[src/rtl/banco_pkg.sv]
// Shared types and default parameter values for the parameterised register bank.
// The clear FSM state type is used by the top and visible to the read ports.
package banco_pkg;

   typedef enum logic [0:0] {
      IDLE     = 1'b0,
      CLEARING = 1'b1
   } banco_state_e;

   localparam int DEF_DATA_W    = 16;
   localparam int DEF_NUM_REGS  = 8;
   localparam int DEF_N_RD      = 2;
   localparam int DEF_ZERO_REG0 = 0;

endpackage

[src/rtl/banco_read_port.sv]
// One read port of the register bank: address mux, same-cycle write bypass with
// byte merge, optional hard-zero register 0, and registered outputs.
module banco_read_port
   import banco_pkg::*;
#(
   parameter int DATA_W    = DEF_DATA_W,
   parameter int NUM_REGS  = DEF_NUM_REGS,
   parameter int ZERO_REG0 = DEF_ZERO_REG0
) (
   input  logic                                 clk,
   input  logic                                 reset,
   input  logic                                 rd_en_i,
   input  logic [$clog2(NUM_REGS)-1:0]          rd_addr_i,
   input  logic [NUM_REGS-1:0][DATA_W-1:0]      regs_i,
   input  logic [NUM_REGS-1:0]                  written_i,
   input  logic                                 wr_accept_i,
   input  logic [$clog2(NUM_REGS)-1:0]          wr_addr_i,
   input  logic [DATA_W-1:0]                    wr_data_i,
   input  logic [DATA_W/8-1:0]                  wr_be_i,
   output logic [DATA_W-1:0]                    rd_data_o,
   output logic                                 rd_vld_o,
   output logic                                 rd_uninit_o
);

   localparam int AW = $clog2(NUM_REGS);
   localparam int NB = DATA_W / 8;

   logic [DATA_W-1:0] rd_data_d;
   logic              rd_uninit_d;
   logic [DATA_W-1:0] rd_data_q;
   logic              rd_vld_q;
   logic              rd_uninit_q;

   // Next read value: stored word, overlaid by any write landing on the same address.
   always_comb begin
      rd_data_d   = regs_i[rd_addr_i];
      rd_uninit_d = ~written_i[rd_addr_i];
      if (wr_accept_i && (wr_addr_i == rd_addr_i)) begin
         for (int b = 0; b < NB; b++) begin
            if (wr_be_i[b]) begin
               rd_data_d[8*b +: 8] = wr_data_i[8*b +: 8];
            end else begin
               rd_data_d[8*b +: 8] = regs_i[rd_addr_i][8*b +: 8];
            end
         end
         rd_uninit_d = 1'b0;
      end else begin
         rd_uninit_d = ~written_i[rd_addr_i];
      end
      if ((ZERO_REG0 != 0) && (rd_addr_i == {AW{1'b0}})) begin
         rd_data_d   = {DATA_W{1'b0}};
         rd_uninit_d = 1'b0;
      end else begin
         rd_uninit_d = rd_uninit_d;
      end
   end

   // Output registers; data and uninit hold their last value between reads.
   always_ff @(posedge clk) begin
      if (reset) begin
         rd_data_q   <= {DATA_W{1'b0}};
         rd_vld_q    <= 1'b0;
         rd_uninit_q <= 1'b0;
      end else if (rd_en_i) begin
         rd_data_q   <= rd_data_d;
         rd_vld_q    <= 1'b1;
         rd_uninit_q <= rd_uninit_d;
      end else begin
         rd_vld_q    <= 1'b0;
      end
   end

   assign rd_data_o   = rd_data_q;
   assign rd_vld_o    = rd_vld_q;
   assign rd_uninit_o = rd_uninit_q;

endmodule

[src/rtl/banco_registros_param.sv]
// Parameterised register bank with byte-enabled writes, N_RD registered read ports
// and a sequential full-bank clear engine that blocks writes while it runs.
module banco_registros_param
   import banco_pkg::*;
#(
   parameter int DATA_W    = DEF_DATA_W,
   parameter int NUM_REGS  = DEF_NUM_REGS,
   parameter int N_RD      = DEF_N_RD,
   parameter int ZERO_REG0 = DEF_ZERO_REG0
) (
   input  logic                                 clk,
   input  logic                                 reset,
   input  logic                                 wr_valid,
   output logic                                 wr_ready,
   input  logic [$clog2(NUM_REGS)-1:0]          wr_addr,
   input  logic [DATA_W-1:0]                    wr_data,
   input  logic [DATA_W/8-1:0]                  wr_be,
   input  logic [N_RD-1:0]                      rd_en,
   input  logic [N_RD*$clog2(NUM_REGS)-1:0]     rd_addr,
   output logic [N_RD*DATA_W-1:0]               rd_data,
   output logic [N_RD-1:0]                      rd_vld,
   output logic [N_RD-1:0]                      rd_uninit,
   input  logic                                 clr_req,
   output logic                                 clr_busy
);

   localparam int AW = $clog2(NUM_REGS);
   localparam int NB = DATA_W / 8;

   banco_state_e                     state_q;
   logic [AW-1:0]                    clr_idx_q;
   logic [NUM_REGS-1:0][DATA_W-1:0]  regs_q;
   logic [NUM_REGS-1:0]              written_q;
   logic                             wr_accept_s;
   logic                             wr_discard_s;
   logic [DATA_W-1:0]                wr_merged_s;

   // Both handshake outputs decode directly from the state register.
   assign clr_busy     = (state_q == CLEARING);
   assign wr_ready     = ~clr_busy;
   assign wr_accept_s  = wr_valid & wr_ready;
   assign wr_discard_s = (ZERO_REG0 != 0) && (wr_addr == {AW{1'b0}});

   // Byte merge of incoming write data over the currently stored word.
   always_comb begin
      wr_merged_s = regs_q[wr_addr];
      for (int b = 0; b < NB; b++) begin
         if (wr_be[b]) begin
            wr_merged_s[8*b +: 8] = wr_data[8*b +: 8];
         end else begin
            wr_merged_s[8*b +: 8] = regs_q[wr_addr][8*b +: 8];
         end
      end
   end

   // Storage, written flags and the clear FSM.
   always_ff @(posedge clk) begin
      if (reset) begin
         regs_q    <= {(NUM_REGS*DATA_W){1'b0}};
         written_q <= {NUM_REGS{1'b0}};
         state_q   <= IDLE;
         clr_idx_q <= {AW{1'b0}};
      end else begin
         case (state_q)
            IDLE: begin
               if (wr_accept_s && !wr_discard_s) begin
                  regs_q[wr_addr]    <= wr_merged_s;
                  written_q[wr_addr] <= 1'b1;
               end
               if (clr_req) begin
                  state_q   <= CLEARING;
                  clr_idx_q <= {AW{1'b0}};
               end
            end
            CLEARING: begin
               regs_q[clr_idx_q]    <= {DATA_W{1'b0}};
               written_q[clr_idx_q] <= 1'b0;
               clr_idx_q            <= clr_idx_q + AW'(1);
               if (clr_idx_q == AW'(NUM_REGS - 1)) begin
                  state_q <= IDLE;
               end
            end
            default: begin
               state_q   <= IDLE;
               clr_idx_q <= {AW{1'b0}};
            end
         endcase
      end
   end

   for (genvar p = 0; p < N_RD; p++) begin : g_rd
      banco_read_port #(
         .DATA_W    (DATA_W),
         .NUM_REGS  (NUM_REGS),
         .ZERO_REG0 (ZERO_REG0)
      ) u_rd (
         .clk         (clk),
         .reset       (reset),
         .rd_en_i     (rd_en[p]),
         .rd_addr_i   (rd_addr[p*AW +: AW]),
         .regs_i      (regs_q),
         .written_i   (written_q),
         .wr_accept_i (wr_accept_s),
         .wr_addr_i   (wr_addr),
         .wr_data_i   (wr_data),
         .wr_be_i     (wr_be),
         .rd_data_o   (rd_data[p*DATA_W +: DATA_W]),
         .rd_vld_o    (rd_vld[p]),
         .rd_uninit_o (rd_uninit[p])
      );
   end

endmodule

[config.mk]
export PLATFORM = sky130hd
export DESIGN_NAME = banco_registros_param
export DESIGN_NICKNAME = d
export VERILOG_FILES = /design/src/rtl/banco_pkg.sv /design/src/rtl/banco_read_port.sv /design/src/rtl/banco_registros_param.sv
export SDC_FILE = /design/constraint.sdc
export NUM_CORES = 1
export LEC_CHECK = 0
export ABC_CLOCK_PERIOD_IN_PS = 2100
export BUFFER_PORTS_ARGS = -buffer_cell sky130_fd_sc_hd__buf_2
export CORE_MARGIN = 10
export CORE_UTILIZATION = 63
export CTS_BUF_LIST = sky130_fd_sc_hd__clkbuf_4 sky130_fd_sc_hd__clkbuf_8
export CTS_CLUSTER_DIAMETER = 150
export DETAILED_ROUTE_END_ITERATION = 12
export GPL_TIMING_DRIVEN = 0
export PLACE_DENSITY = 0.83
export RECOVER_POWER = 50
export SYNTH_ARGS = -nofsm -noshare
export SYNTH_HDL_FRONTEND = slang
export SYNTH_SLANG_ARGS = --single-unit
[constraint.sdc]
create_clock -name clk -period 2.1 [get_ports clk]
set_clock_uncertainty 0.1 [all_clocks]
set_input_delay 0.105 -clock clk [delete_from_list [all_inputs] [get_ports clk]]
set_output_delay 0.105 -clock clk [all_outputs]
set_load 0.01 [all_outputs]
==> results.md, run 1 <==
* Crit-path leading delay family: simple AND/OR/NAND/NOR gates
* Max Cap Viol at 0
* Internal Power at 4.87 mW
* Post-synthesis register bit count at 176
* Worst path max stage delay at 0.35 ns
* First drt pass iteration count at 6
* Final ANT Viol Nets at 0
* Clock power frac at 34.5%
* Worst setup margin at 0.0188 ns
* Vias in the first global route at 9067
* Initial DRC Count at 1757
* Sw Share at 29.2%
* Root Buffer: clkbuf_8
* Worst slew pin tran at 1.01 ns
* Setup violators final at 0
* Worst min path class: primary input to flip-flop
* FP Rows at 46
* GRT Util Overall at 33.2%
* Sw power at 2.01 mW
* Normalized max-slew margin at 32.4%
* Max-slew violations at 0
* Dominant synthesized flop cell: dfxtp_1
* Core Footprint at 0.0158 sq mm
* DIE WIDTH at 147 um
* Cell taking the most area after synthesis: dfxtp_1
* Initial Util at 64.1%
* CTS sink cnt at 176
* Comb pwr share at 15.4%
* Cell Area, Synth at 0.0101 sq mm
* Crit path kind: flip-flop to flip-flop
* Startpoint Class: flip-flop
* Hold slack at 0.0364 ns
* Area Overhead vs Synth at 12.6%
* Part of the power in registers at 50.2%
* Crit path cell chain: buf_2 -> or3b_1 -> buf_4 -> nor2_4 -> a21oi_4 -> and2_4 -> a22o_1
* Bufs and invs on worst path at 2
* Largest net degree at the start of global routing at 17
* Via/cell ratio at 7.24
* Die Area at 0.0216 sq mm
* Clock transition at path regs at 0.09 ns
* Placement Cell Area at 0.0107 sq mm
* P per Cell Area at 603 mW/mm^2
* Sequential-to-total area share from yosys stat at 34.7%
* Top cell type's share of synthesized area at 34.7%
* FF-to-FF setup slack at 0.02 ns
* Post-synth ARST share at 0%
* Max H-tree Level at 4
* CP Capture Type: flip-flop
* Worst path required time at 2.38 ns
* Initial antenna violation count at 2
* R2r worst-path depth at 7
* Avg WL per Cell at 27.9 um
* Hold Path Stages at 3
* GR Overflow Total at 0
* Layout Cells excl Fill at 1320
* WL final at 36800 um
* Yosys warnings at 0
* Outcome: finished clean
* Fraction of layout cells with a size suffix above 1 at 24.5%
* Placed Cells at 1253
* Net Count, Synth at 1012
* Layout Utilization at 72.1%
* Drt drc at 0
* Mapped Cells at 977
* Average size of a mapped cell at 10.4 sq um
* RSZ-0062 raised after global routing: yes
* Dpl ws at -0.273 ns
* Post-synth EDFFs at 0
* Vias at 9560
* I/O Buffers at 60
* Top cells by area, synth: dfxtp_1, mux4_2, a22oi_1
* Dpl hpwl at 27500 um
* Crit-path slowest cell: or3b_1
* Inserted Clock Buffers at 17
* Tcrit/Tclk final at 99.1%
* Clk Latency, worst-skew pair at 0.48 ns
* First-pass GRT wire length at 55300 um
* Cell count along the critical path at 7
* CTS tree: built
* Hold Fails Final Rpt at 0
* Final Wtd Congestion at 1.02
* Maximum root-to-sink buffer count at 2
* Worst-path maximum fanout at 10
* Final #Nets at 1124
* Final worst path period need at 2.08 ns
* Design Area, Final at 0.0114 sq mm
* CP Data Arrival Time at 2.37 ns
* Leakage at 4.00 nW
* Post-synth cell types at 69
* Die Span Y at 147 um
* Peak VDD IR at 0.428 mV
* Max Fclk at 480 MHz
* Ports at 71
Yosys cell counts (8+ instances only):
| master | count |
|---|---|
| buf_2 | 34 |
| o32ai_1 | 33 |
| mux2_4 | 9 |
| buf_4 | 10 |
| mux2i_1 | 8 |
| a211oi_1 | 35 |
| nand3b_1 | 19 |
| nor2b_1 | 43 |
| a221o_1 | 8 |
| a22oi_1 | 71 |
| inv_1 | 8 |
| nor2_1 | 131 |
| nand2b_1 | 36 |
| dfxtp_1 | 176 |
| nand2_1 | 16 |
| buf_6 | 8 |
| nor3_1 | 10 |
| nand3_1 | 13 |
| a32o_1 | 8 |
| or3b_2 | 8 |
| mux2_2 | 15 |
| mux4_2 | 73 |
| a21oi_1 | 29 |
| o32a_4 | 8 |
| clkbuf_1 | 43 |
| a22o_1 | 41 |
worst min-delay path, stage by stage:
cell and delay [ns]:
buf_6 0.12, nand2b_1 0.23, o41ai_1 0.11
path summary, 6_finish.rpt:
check | from | end
hold / removal | wr_addr[1] | regs_q[33]$_SDFFE_PP0P_
setup / recovery | clr_busy$_SDFF_PP0_ | regs_q[65]$_SDFFE_PP0P_
hold reg to reg | g_rd[0].u_rd.rd_data_o[15]$_SDFFE_PP0P_ | g_rd[0].u_rd.rd_data_o[15]$_SDFFE_PP0P_
setup reg to reg | clr_busy$_SDFF_PP0_ | regs_q[65]$_SDFFE_PP0P_
cell type report:
cell class	instances	area [sq um]
Buffer	97	542
Clock inverter	10	103
Timing Repair Buffer	95	572
Clock buffer	22	297
Fill cell	1158	4410
Multi-Input combinational cell	693	6070
Tap cell	216	270
Sequential cell	176	3520
Inverter	9	33.8
Antenna cell	2	5.00
metrics by stage:
step | setup TNS, ns | power [mW]
after global routing | -0.0572 | 7.03
final | 0 | 6.89
after global placement | -12.13 | 4.47
after floorplan | 0 | 4.16
after CTS | 0 | 6.82
after detailed placement | -13.06 | 4.49
state kept, by name (all words and copies together), names as in the netlist:
signal                 cells
clr_busy                   1
clr_idx_q                  3
g_rd.u_rd.rd_data_o       32
g_rd.u_rd.rd_uninit_o      2
g_rd.u_rd.rd_vld_o         2
regs_q                   128
written_q                  8
repair_timing:
action,CTS,global route
hold buffers,18,0
pin swaps,4,5
gates resized for setup,13,26
endpoints found under the setup margin,83,89
endpoints found under the hold margin,37,0
buffers inserted,7,10
power by group through the flow:
stage	logic [mW]	registers [mW]	clock network (mW)
after floorplan	0.652	3.51	0
after global placement	0.952	3.52	0
after detailed placement	0.964	3.53	0
after CTS	1.01	3.45	2.36
after global routing	1.10	3.46	2.47
final	1.06	3.46	2.37
routing by layer:
layer	up-vias	global-route usage (%)	share of wire (%)
met5	-	0	0
met4	0	13.8	4.0
met3	136	14.7	18
met2	900	48.6	42
met1	4524	41.8	36
li1	4000	-	-
logic make-up after synthesis:
logic type,synth area share (%)
flip-flops,34.7
AND/OR/NAND/NOR,16.7
AO/OA/AOI/OAI,22.3
multiplexers,20.0
buffers and inverters,5.54
adder cells (fa/ha/maj),0.247
XOR/XNOR,0.518
placed cells by master (no fill, tap or decap), types with 21 or more instances in the layout:
master / count
dfxtp_1: 176
nor2_1: 130
clkbuf_1: 75
mux4_2: 73
a22oi_1: 71
buf_2: 51
a22o_1: 41
nor2b_1: 39
nand2b_1: 35
a211oi_1: 35
o32ai_1: 33
a21oi_1: 29
buf_4: 26
clkbuf_8: 21
Note: power is estimated with default switching activity, not from simulation.
==> inputs of run 2 (changes only) <==
--- a/config.mk
+++ b/config.mk
@@ -8,13 +8,13 @@
 export ABC_CLOCK_PERIOD_IN_PS = 2100
 export BUFFER_PORTS_ARGS = -buffer_cell sky130_fd_sc_hd__buf_2
 export CORE_MARGIN = 10
-export CORE_UTILIZATION = 63
-export CTS_BUF_LIST = sky130_fd_sc_hd__clkbuf_4 sky130_fd_sc_hd__clkbuf_8
+export CORE_UTILIZATION = 50
 export CTS_CLUSTER_DIAMETER = 150
 export DETAILED_ROUTE_END_ITERATION = 12
 export GPL_TIMING_DRIVEN = 0
-export PLACE_DENSITY = 0.83
+export PLACE_DENSITY = 0.68
 export RECOVER_POWER = 50
+export SLEW_MARGIN = 20
 export SYNTH_ARGS = -nofsm -noshare
 export SYNTH_HDL_FRONTEND = slang
 export SYNTH_SLANG_ARGS = --single-unit
==> results.md, run 2 (synthesis results as in run 1) <==
* Largest net degree at the start of global routing at 17 (unchanged)
* Max-slew violations at 0 (unchanged)
* CTS tree: built
* Worst-path maximum fanout at 9 (-1)
* Maximum root-to-sink buffer count at 2 (unchanged)
* Initial DRC Count at 1488 (-15%)
* Die Area at 0.0264 sq mm (+22%)
* GR peak layer: met2
* Vias in the first global route at 8520 (-6.0%)
* Dpl hpwl at 29500 um (+7.3%)
* Leakage at 4.09 nW (+2.1%)
* Vias at 9303 (-2.7%)
* WL final at 38900 um (+5.8%)
* First drt pass iteration count at 5 (-1)
* Critical Path Source: clr_busy$_SDFF_PP0_
* Met2 GRT Util at 41.6% (-7.0 points)
* First-pass GRT wire length at 56800 um (+2.7%)
* Biggest register: regs_q
* RSZ-0062 raised after global routing: yes
* Drt drc at 0 (unchanged)
* Crit path kind: flip-flop to flip-flop
* Clock transition at path regs at 0.06 ns (-0.03 ns)
* Design Area, Final at 0.0117 sq mm (+2.0%)
* Outcome: finished clean
* Final Wtd Congestion at 0.994 (-2.9%)
* Final #Nets at 1125 (+0.089%)
* I/O Buffers at 60 (unchanged)
* Area Overhead vs Synth at 14.9%
* Setup violators final at 0 (unchanged)
* Met3 usage at 10.3% (-4.4 points)
* Max Fclk at 477 MHz (-0.70%)
* Hold Fails Final Rpt at 0 (unchanged)
* Peak VDD IR at 0.593 mV (+39%)
* Placement Cell Area at 0.0108 sq mm (+0.63%)
* Dpl ws at -0.382 ns (-0.109 ns)
* Avg WL per Cell at 28.4 um (+1.7%)
* CP Capture Type: flip-flop
* Grt met1 use at 38.1% (-3.7 points)
* Hold slack at 0.0107 ns (-0.0258 ns)
* Final worst path period need at 2.10 ns (+0.0147 ns)
* FP Rows at 52 (+13%)
* Startpoint Class: flip-flop
* CTS sink cnt at 176 (unchanged)
* Design Power at 7.68 mW (+11%)
* Fillcell total at 1755 (+52%)
* Most frequent cells in the layout: dfxtp_1, nor2_1, clkbuf_1
* Final ANT Viol Nets at 0 (unchanged)
* Initial antenna violation count at 0 (-2)
* RR Startpoint: clr_busy$_SDFF_PP0_
* Min-delay src: wr_addr[1]
* CP Data Arrival Time at 2.29 ns (-0.08 ns)
* P per Cell Area at 659 mW/mm^2 (+9.2%)
* Ports at 71 (unchanged)
* Inserted Clock Buffers at 17 (unchanged)
* Die Span Y at 162 um (+11%)
* Worst path required time at 2.30 ns (-0.08 ns)
* Commonest non-fill, non-tap cell in the layout: dfxtp_1
* Normalized max-slew margin at 36.3% (+3.9 points)
* Max H-tree Level at 4 (unchanged)
* Worst min path class: primary input to flip-flop
* DIE WIDTH at 162 um (+11%)
* GRT Util Overall at 28.7% (-4.5 points)
* Core Footprint at 0.0201 sq mm (+27%)
* Tcrit/Tclk final at 99.8% (+0.70 points)
* Fraction of layout cells with a size suffix above 1 at 23.8% (-0.66 points)
* Root Buffer: clkbuf_16
* Worst setup margin at 0.00409 ns (-0.0147 ns)
* Clk Latency, worst-skew pair at 0.44 ns (-0.04 ns)
* Layout Utilization at 58.0% (-14 points)
* Via/cell ratio at 6.78 (-6.4%)
* Max Cap Viol at 0 (unchanged)
* Max FFs per register at 128 (unchanged)
* Initial Util at 50.5% (-14 points)
* Worst slew pin tran at 0.955 ns (-0.0581 ns)
* N_diodes at 0 (-2)
* GR Overflow Total at 0 (unchanged)
run 2: cell types whose count changed in the layout (fill, tap and decap cells not counted), sizes merged:
| cell | delta |
|---|---|
| inv | +4 |
| clkinv | -2 |
| diode | -2 |
| buf | -1 |
| clkbuf | +1 |
| dlygate4sd3 | -1 |
run 2: metal layers:
layer / vias up / part of all wire [%]
met5: - / 0
met4: 0 / 3.5
met3: 98 / 14
met2: 707 / 43
met1: 4481 / 39
li1: 4017 / -
run 2: stage by stage:
step	TNS, ns	cells
after detailed placement	-27.25	1307
after CTS	0	1365
after floorplan	0	977
after global placement	-27.10	1307
final	0	1373
after global routing	-0.515	1373
run 2: area by class of cell:
class                           instances  area [sq um]  share of cell area (%)
Sequential cell                       176          3520                    30.2
Timing Repair Buffer                   97           568                    4.87
Multi-Input combinational cell        693          6090                    52.3
Clock inverter                         12           123                    1.05
Clock buffer                           20           447                    3.83
Tap cell                              270           338                    2.90
Buffer                                 96           531                    4.55
Inverter                                9          33.8                   0.290
run 2: where the power goes:
group	total, mW	internal (mW)	switching (mW)	leakage, nW
Clock	3.14	1.69	1.44	0.274
Sequential	3.46	3.40	0.0610	1.42
Combinational	1.08	0.389	0.694	2.39
run 2: worst max-delay path: stages (launching register included):
cell and delay, ns:
dfxtp_1 0.31, buf_2 0.17, or3b_1 0.37, buf_6 0.16
nor3_4 0.26, buf_4 0.17, nor2_2 0.09, a22oi_1 0.25
nor2_1 0.07
run 2: path summary, 6_finish.rpt:
| kind | cells past startpoint | slack (ns) | end |
|---|---|---|---|
| min reg2reg | 2 | 0.39 | g_rd[0].u_rd.rd_data_o[7]$_SDFFE_PP0P_ |
| max | 8 | 0.004 | regs_q[11]$_SDFFE_PP0P_ |
| min | 3 | 0.01 | regs_q[33]$_SDFFE_PP0P_ |
| max reg2reg | 8 | 0.004 | regs_q[11]$_SDFFE_PP0P_ |
run 2: timing repair:
| item | CTS | global route |
|---|---|---|
| setup buffers | 11 | 9 |
| endpoints found under the setup margin | 100 | 81 |
| hold buffers | 17 | 0 |
| gates resized for setup | 14 | 23 |
| pin swaps | 6 | 9 |
| endpoints found under the hold margin | 36 | 0 |
==> inputs of run 3 (changes only) <==
--- a/config.mk
+++ b/config.mk
@@ -8,11 +8,11 @@
 export ABC_CLOCK_PERIOD_IN_PS = 2100
 export BUFFER_PORTS_ARGS = -buffer_cell sky130_fd_sc_hd__buf_2
 export CORE_MARGIN = 10
-export CORE_UTILIZATION = 50
+export CORE_UTILIZATION = 35
 export CTS_CLUSTER_DIAMETER = 150
 export DETAILED_ROUTE_END_ITERATION = 12
 export GPL_TIMING_DRIVEN = 0
-export PLACE_DENSITY = 0.68
+export HOLD_SLACK_MARGIN = 0.15
 export RECOVER_POWER = 50
 export SLEW_MARGIN = 20
 export SYNTH_ARGS = -nofsm -noshare
==> results.md, run 3 (synthesis results as in run 1) <==
* Outcome: finished clean
* Sw Share at 28.5% (-0.13 points)
* Fraction of layout cells with a size suffix above 1 at 24.4% (+0.57 points)
* Worst min path class: primary input to flip-flop
* Commonest non-fill, non-tap cell in the layout: dfxtp_1
* Final ANT Viol Nets at 0 (unchanged)
* Startpoint Class: flip-flop
* Via/cell ratio at 6.11 (-9.9%)
* Max FFs per register at 128 (unchanged)
* P per Cell Area at 658 mW/mm^2 (-0.14%)
* Leakage at 4.11 nW (+0.59%)
* Ports at 71 (unchanged)
* Crit path kind: flip-flop to flip-flop
* Die Area at 0.0362 sq mm (+37%)
* Max Cap Viol at 0 (unchanged)
* Core Footprint at 0.0286 sq mm (+42%)
* FP Rows at 62 (+19%)
* Crit path cell chain: buf_2 -> nand3b_4 -> nor2_4 -> nor2b_1 -> clkbuf_2 -> a32oi_1 -> nor2_1
* CTS tree: built
* N_diodes at 0 (unchanged)
* Setup violators final at 0 (unchanged)
* Inserted Clock Buffers at 17 (unchanged)
* Clk Latency, worst-skew pair at 0.45 ns (about the same)
* Max-slew violations at 0 (unchanged)
* Initial antenna violation count at 0 (unchanged)
* Worst path required time at 2.31 ns (about the same)
* CP Data Arrival Time at 2.28 ns (about the same)
* First-pass GRT wire length at 57600 um (+1.4%)
* Initial Util at 35.4% (-15 points)
* Max Fclk at 482 MHz (+1.1%)
* Sw power at 2.23 mW (+1.5%)
* Worst path max stage delay at 0.32 ns (-0.05 ns)
* Area Overhead vs Synth at 17.3%
* First drt pass iteration count at 7 (+2)
* Largest net degree at the start of global routing at 17 (unchanged)
* Avg WL per Cell at 26.3 um (-7.5%)
* DIE WIDTH at 190 um (+17%)
* Vias at 9099 (-2.2%)
* Final setup TNS at 0 ns (unchanged)
* Final #Nets at 1128 (+0.27%)
* Worst-path maximum fanout at 10 (+1)
* Clock power frac at 42.1% (+1.2 points)
* Comb pwr share at 13.8% (-0.3 points)
* Hold Fails Final Rpt at 0 (unchanged)
* Crit-path slowest cell: nor2_4
* CP Capture Type: flip-flop
* Internal Power at 5.59 mW (+2.1%)
* GR Overflow Total at 0 (unchanged)
* CTS sink cnt at 176 (unchanged)
* I/O Buffers at 60 (unchanged)
* Worst slew pin tran at 0.978 ns (+0.0225 ns)
* Final worst path period need at 2.07 ns (-0.0234 ns)
* Design Power at 7.82 mW (+1.9%)
* GRT Util Overall at 21.1% (-7.5 points)
* Normalized max-slew margin at 34.8% (-1.5 points)
* Drt drc at 0 (unchanged)
* Final Wtd Congestion at 1.00 (+0.67%)
* Dpl hpwl at 30400 um (+3.0%)
* Biggest register: regs_q
* Maximum root-to-sink buffer count at 2 (unchanged)
* Die Span Y at 190 um (+17%)
* Clock transition at path regs at 0.07 ns (about the same)
* Part of the power in registers at 44.2% (-0.8 points)
* Peak VDD IR at 0.590 mV (-0.58%)
* Root Buffer: clkbuf_16
* Tcrit/Tclk final at 98.7% (-1.1 points)
* Vias in the first global route at 8508 (-0.14%)
* Most frequent cells in the layout: dfxtp_1, nor2_1, clkbuf_1
* Initial DRC Count at 934 (-37%)
* WL final at 39100 um (+0.43%)
* Max H-tree Level at 4 (unchanged)
[run 3: changes by cell type in the layout (fill, tap and decap cells not counted), moves of 3 or more]
cell	change
dlygate4sd3_1	+6
mux2_4	+3
mux2_1	-4
nor2_4	+3
clkbuf_2	+4
clkbuf_1	-5
buf_2	-4
[run 3: worst max-delay path: cells and delay by family, from the launching register on]
family	cells	cell delay (ns)
buf+inv	2	0.47
compound gates	1	0.23
flops	1	0.31
simple gates	4	0.82
[run 3: per-layer routing]
layer	GRT usage (%)	wire length, um	vias up
met5	0	0	-
met4	6.66	879	0
met3	5.23	3950	60
met2	33.1	17700	491
met1	28.1	16600	4529
li1	-	-	4019
[run 3: per-stage QoR]
step                      worst slack [ns]  hold WS, ns  util [%]  instance area [sq um]  instances
final                               0.0275        0.203      41.6                  11900       1490
after global routing              -0.00829        0.192      41.6                  11900       1490
after CTS                          0.00371        0.167      41.6                  11900       1487
after detailed placement            -0.339        0.346      38.2                  10900       1421
after floorplan                      0.140        0.208         -                  10100        977
after global placement              -0.298        0.345      38.2                  10900       1421
[run 3: final timing paths]
path	startpoint	slack, ns	cells after the start	to
min reg2reg	g_rd[1].u_rd.rd_data_o[8]$_SDFFE_PP0P_	0.39	2	g_rd[1].u_rd.rd_data_o[8]$_SDFFE_PP0P_
max reg2reg	clr_busy$_SDFF_PP0_	0.03	7	regs_q[126]$_SDFFE_PP0P_
max	clr_busy$_SDFF_PP0_	0.03	7	regs_q[126]$_SDFFE_PP0P_
min	reset	0.20	3	regs_q[1]$_SDFFE_PP0P_
[run 3: layout make-up]
| class | instances | area, sq um |
|---|---|---|
| Buffer | 96 | 536 |
| Clock buffer | 18 | 439 |
| Clock inverter | 14 | 155 |
| Fill cell | 2760 | 16700 |
| Inverter | 9 | 33.8 |
| Multi-Input combinational cell | 693 | 6110 |
| Sequential cell | 176 | 3520 |
| Tap cell | 384 | 480 |
| Timing Repair Buffer | 100 | 617 |
[run 3: power groups by stage]
stage | Clock (mW) | Combinational (mW) | Sequential [mW]
after global placement | 0 | 0.993 | 3.52
final | 3.29 | 1.08 | 3.45
after global routing | 3.44 | 1.13 | 3.46
after floorplan | 0 | 0.652 | 3.51
after CTS | 3.32 | 1.05 | 3.45
after detailed placement | 0 | 0.994 | 3.53
[run 3: timing repair]
item / 4_1_cts / 5_1_grt
setup buffers: 13 / 4
hold buffers: 23 / 0
pin swaps: 6 / 4
endpoints found under the setup margin: 93 / 86
gates resized for setup: 13 / 25
hold endpoints to repair: 57 / 0
